$ cat config.mk
export PLATFORM = sky130hd
export DESIGN_NAME = progloader
export DESIGN_NICKNAME = d
export VERILOG_FILES = /design/src/rtl/progloader.sv
export SDC_FILE = /design/constraint.sdc
export NUM_CORES = 1
export LEC_CHECK = 0
export BUFFER_PORTS_ARGS = -buffer_cell sky130_fd_sc_hd__buf_4
export CAP_MARGIN = 15
export CORE_AREA = 2 2 91 93
export CTS_CLUSTER_SIZE = 20
export DETAILED_ROUTE_END_ITERATION = 10
export DIE_AREA = 0 0 93 95
export GPL_ROUTABILITY_DRIVEN = 1
export PLACE_DENSITY = 0.71
export SLEW_MARGIN = 15
export SYNTH_ARGS = -nofsm -noshare
export SYNTH_HDL_FRONTEND = slang
export SYNTH_SLANG_ARGS = --single-unit
$ cat constraint.sdc
create_clock -name clk -period 1.6 [get_ports clk]
set_input_delay 0.32 -clock clk [delete_from_list [all_inputs] [get_ports clk]]
set_output_delay 0.32 -clock clk [all_outputs]
set_load 0.03 [all_outputs]
$ cat src/rtl/progloader.sv
// Program-memory loader: byte stream -> 16-bit words (high byte first) written from address 0, XOR-checked.
// Latency: each word is written the cycle after its low byte is accepted; done/error rise the cycle after the last byte.
// Backpressure: in_ready is registered and held for the whole receive phase; the source may stall freely.
//
// Ports: clk/reset (sync, active-low); start pulse; in_data/in_valid/in_ready byte stream;
//        mem_we/mem_wa/mem_wd program memory write port; cpu_hold, busy, sticky done/error status.
module progloader #(
    parameter int AW = 10,
    parameter int DW = 16
) (
    input  logic          clk,
    input  logic          reset,
    input  logic          start,
    input  logic [7:0]    in_data,
    input  logic          in_valid,
    output logic          in_ready,
    output logic          mem_we,
    output logic [AW-1:0] mem_wa,
    output logic [DW-1:0] mem_wd,
    output logic          cpu_hold,
    output logic          busy,
    output logic          done,
    output logic          error
);

    typedef enum logic [3:0] {
        S_IDLE,
        S_LEN_HI,
        S_LEN_LO,
        S_DATA_HI,
        S_DATA_LO,
        S_CHK,
        S_DONE,
        S_ERR
    } state_t;

    localparam logic [16:0] MAX_WORDS = 17'(2 ** AW);

    state_t      state;
    logic [7:0]  len_hi;
    logic [7:0]  data_hi;
    logic [7:0]  chk;
    logic [15:0] len;
    // One bit wider than the address so a full 2^AW image terminates without wrapping to 0.
    logic [AW:0] cnt;

    logic        acc;
    logic [16:0] len_new;
    logic [15:0] cnt_inc;

    assign acc     = in_valid && in_ready;
    assign len_new = {1'b0, len_hi, in_data};
    assign cnt_inc = 16'(cnt) + 16'd1;

    always_ff @(posedge clk) begin
        if (!reset) begin
            state    <= S_IDLE;
            in_ready <= 1'b0;
            mem_we   <= 1'b0;
            mem_wa   <= '0;
            mem_wd   <= '0;
            cpu_hold <= 1'b0;
            busy     <= 1'b0;
            done     <= 1'b0;
            error    <= 1'b0;
            len_hi   <= '0;
            data_hi  <= '0;
            chk      <= '0;
            len      <= '0;
            cnt      <= '0;
        end else begin
            mem_we <= 1'b0;
            case (state)
                S_IDLE: begin
                    if (start) begin
                        state    <= S_LEN_HI;
                        in_ready <= 1'b1;
                        busy     <= 1'b1;
                        cpu_hold <= 1'b1;
                        done     <= 1'b0;
                        error    <= 1'b0;
                        cnt      <= '0;
                        chk      <= '0;
                    end
                end
                S_LEN_HI: begin
                    if (acc) begin
                        len_hi <= in_data;
                        chk    <= chk ^ in_data;
                        state  <= S_LEN_LO;
                    end
                end
                S_LEN_LO: begin
                    if (acc) begin
                        chk <= chk ^ in_data;
                        len <= len_new[15:0];
                        if (len_new == 17'd0 || len_new > MAX_WORDS) begin
                            // Bad length: abort before any write; CPU stays held.
                            state    <= S_ERR;
                            in_ready <= 1'b0;
                            busy     <= 1'b0;
                            error    <= 1'b1;
                        end else begin
                            state <= S_DATA_HI;
                        end
                    end
                end
                S_DATA_HI: begin
                    if (acc) begin
                        data_hi <= in_data;
                        chk     <= chk ^ in_data;
                        state   <= S_DATA_LO;
                    end
                end
                S_DATA_LO: begin
                    if (acc) begin
                        chk    <= chk ^ in_data;
                        mem_we <= 1'b1;
                        mem_wa <= cnt[AW-1:0];
                        mem_wd <= {data_hi, in_data};
                        cnt    <= cnt + 1'b1;
                        state  <= (cnt_inc == len) ? S_CHK : S_DATA_HI;
                    end
                end
                S_CHK: begin
                    if (acc) begin
                        in_ready <= 1'b0;
                        busy     <= 1'b0;
                        if (in_data == chk) begin
                            done     <= 1'b1;
                            cpu_hold <= 1'b0;
                            state    <= S_DONE;
                        end else begin
                            // Partial or corrupt image: keep the CPU held.
                            error <= 1'b1;
                            state <= S_ERR;
                        end
                    end
                end
                // One-cycle terminal states; a start seen here is deliberately dropped.
                S_DONE:  state <= S_IDLE;
                S_ERR:   state <= S_IDLE;
                default: state <= S_IDLE;
            endcase
        end
    end

endmodule

==> reports/results.tsv <==
stage	metric	value	unit
layout	n_diodes	0	
synth	Synth area leaders	dfxtp_1 (43%), nand2_1 (10%), a21oi_1 (8.7%), nor2_1 (4.4%), mux2i_1 (4.1%)	
die	I/O pin cnt	44	
power_and_ir_drop	Clk pwr share	37.1	%
synth	Yosys reg bits	85	
global_routing	GRT Util Overall	23.72	%
cts	CTS Buffer Depth	2	
timing	period utilization	108.6	%
synth	Synth Flop Type	dfxtp_1	
die	core area	7928	sq um
drt	WL/cell	14.46	um
place	DP HPWL	7.302	mm
power_and_ir_drop	internal power	2.943	mW
synth	Yosys top cell area share	43.05	%
synth	Mapped Nets	513	
drt	Vias	3748	
timing	final setup slack of the worst path	-137.4	ps
layout	fin util	66.64	%
power_and_ir_drop	Sw Share	28.56	%
worst_setup_path	Crit-path slowest cell	or4_4	
drt	1st-pass router iterations	4	
place	GPL Wtd Cong	0.8807	
cts	CTS HTree Levels	3	
timing	top achievable clock speed	575.6	MHz
power_and_ir_drop	VDD IR max	0.0005423	V
timing	final hold violations	0	
cts	worst skew pair latency	360	ps
worst_hold_path	HP Class	input port to flip-flop	
worst_setup_path	Crit Path Max Fanout	2	
power_and_ir_drop	PD cells	780.0	nW/um^2
worst_setup_path	crit path cell chain	or4_4 -> nor4_4 -> nand3_1 -> nor4_4 -> a221oi_2	
synth	synthesized cell area	3953	sq um
drt	drt drc	0	
worst_hold_path	Hold Path Depth	2	
drt	final wirelength	10.17	mm
die	die area	8835	sq um
power_and_ir_drop	P_sw	1.177	mW
worst_setup_path	CP Capture Type	flip-flop	
timing	Tmin final	1737	ps
die	initial core utilization	49.86	%
worst_setup_path	CP peak stage delay	540	ps
worst_setup_path	reg2reg setup slack	-140	ps
synth	Post-synth EDFFs	0	
synth	Mapped Avg Cell Area	7.905	sq um
timing	RSZ-0062 raised after global routing	true	
timing	Least-Margin Pin Slew	297.4	ps
global_routing	largest net degree at the start of global routing	50	
synth	sequential share of the synthesized area	43.05	%
synth	Netlist cell types	52	
power_and_ir_drop	Sequential Power Share	52.2	%
worst_setup_path	Crit Reg-Reg Endpoint	state[1]	
synth	area leader, netlist	dfxtp_1	
power_and_ir_drop	static leakage	2.024	nW
worst_setup_path	Critical Path Most Common Cell	nor4_4	
synth	count leader, synth	nand2_1	
cts	clock root cell	clkbuf_8	
cts	CTS tree	yes	
flow_run	max-cap violation count	0	
global_routing	initial antenna violation count	0	
die	Die H	95	um
global_routing	vias in the first global route	3454	
place	PortBufs	43	
worst_setup_path	Crit path max-delay family	simple AND/OR/NAND/NOR gates	
worst_setup_path	Buf+Inv Stages, Crit Path	0	
cts	Clock transition at path regs	90	ps
synth	top cells by count, synth	nand2_1 (108), dfxtp_1 (85), a21oi_1 (69)	
timing	clock skew	9.079	ps
worst_setup_path	R2R cell count	5	
worst_setup_path	type of origin of the critical path	flip-flop	
worst_hold_path	hold endpoint	cnt[6]	
worst_setup_path	reg2reg start	len[12]	
timing	Min Hold Slack	229.6	ps
layout	share of layout cells above drive strength 1	29.60	%
synth	Synth Instances	500	
die	Die X	93	um
global_routing	Congestion Overflow GR	0	
drt	DRT iter0 DRCs	186	
run_status	failing checks	setup timing	
power_and_ir_drop	combinational fraction of design power	10.7	%
drt	DR vias/cell	5.331	
layout	area delta synth->final	33.65	%
run_status	result of the run	finished with violations	
synth	yosys warns	0	
worst_hold_path	Worst Hold Launch	reset	
cts	CTS Buf Count	9	
timing	Slew Limit Fails	0	
drt	Antenna Nets Post-Route	0	
cts	# hold bufs at CTS	0	
worst_setup_path	Setup CP Type	flip-flop to flip-flop	
global_routing	first-pass GRT wire length	16.70	mm
timing	# setup viols final	2	
die	Cell Rows	33	
layout	fin nets	606	
synth	Async SR Flop Fraction	0	%
worst_setup_path	CP arrival	1970	ps
timing	Rel. slew slack	80.10	%
cts	Clock Sinks	85	
worst_setup_path	CP required	1830	ps
cells in the final DEF (no fill, tap or decap), types with 7 or more instances in the layout:
cell / Yosys / routed
buf_4: 4 / 113
nor3b_1: 9 / 9
nor3_1: 8 / 8
nand2_1: 108 / 104
clkbuf_8: 0 / 9
xnor2_1: 17 / 17
nor2_1: 46 / 44
o21ai_0: 18 / 16
mux2i_1: 16 / 15
nand3_1: 10 / 7
a21oi_1: 69 / 68
nor2b_1: 14 / 12
dfxtp_1: 85 / 78
cell type report:
type,instances,area [sq um]
Fill cell,673,2645
Multi-Input combinational cell,373,2247
Sequential cell,85,1723
Timing Repair Buffer,119,959.7
Tap cell,105,131.4
Clock buffer,9,123.9
Clock inverter,7,78.83
Inverter,5,18.77
how the worst max path moves through the flow:
stage,from,end,slack (ps),depth (start not counted)
after global placement,in_data[1],state[2],-150,8
after floorplan,cnt[2],state[1],-4,7
after CTS,cnt[0],state[1],-200,6
final,len[12],state[1],-140,5
after global routing,len[12],state[1],-180,5
after detailed placement,in_data[1],state[2],-200,8
power by group through the flow:
| stage | registers [mW] | logic [mW] | clock network [mW] |
|---|---|---|---|
| floorplan | 2.22 | 0.231 | 0 |
| global placement | 2.20 | 0.416 | 0 |
| detailed placement | 2.20 | 0.423 | 0 |
| CTS | 2.15 | 0.426 | 1.54 |
| global route | 2.16 | 0.480 | 1.66 |
| finish | 2.15 | 0.442 | 1.53 |
repair_timing:
| action | in CTS | in global routing |
|---|---|---|
| pin swaps | 5 | 9 |
| buffers inserted | 2 | 2 |
| setup endpoints to repair | 2 | 40 |
| gates resized for setup | 7 | 25 |
flip-flops by register name, summed over array words and instances (netlist names):
register  count
len          16
mem_wd       16
cnt          11
mem_wa       10
chk           8
data_hi       8
len_hi        8
state         3
busy          1
cpu_hold      1
done          1
error         1
mem_we        1
layer usage:
layer | vias up | GRT usage (%) | routed length, um
met3 | 10 | 3.751 | 387
met1 | 1772 | 31.05 | 4648
met5 | - | 0 | 0
li1 | 1890 | - | -
met4 | 0 | 8.456 | 131
met2 | 76 | 39.86 | 4999
kinds of logic (layout without fill, tap and decap cells):
| group | after synthesis | after routing | share of synthesized area (%) |
|---|---|---|---|
| flip-flops | 85 | 85 | 43.05 |
| XOR/XNOR | 22 | 22 | 4.875 |
| multiplexers | 16 | 16 | 4.052 |
| AO/OA/AOI/OAI | 110 | 110 | 16.14 |
| adder cells (fa/ha/maj) | 1 | 1 | 0.3165 |
| buffers and inverters | 42 | 140 | 4.811 |
| AND/OR/NAND/NOR | 224 | 224 | 26.75 |
through the flow:
stage               setup WS (ps)  power, mW  cells  setup TNS [ps]  cell area (sq um)
detailed placement         -200.5      2.626    683          -524.8               4901
CTS                        -202.9      4.118    701          -402.1               5160
floorplan                  -4.154      2.448    500          -4.154               4049
finish                     -137.4      4.120    703          -261.4               5283
global placement           -154.7      2.618    683          -383.1               4901
global route               -178.4      4.293    703          -422.7               5283
Power figures use the tool's default switching activity.
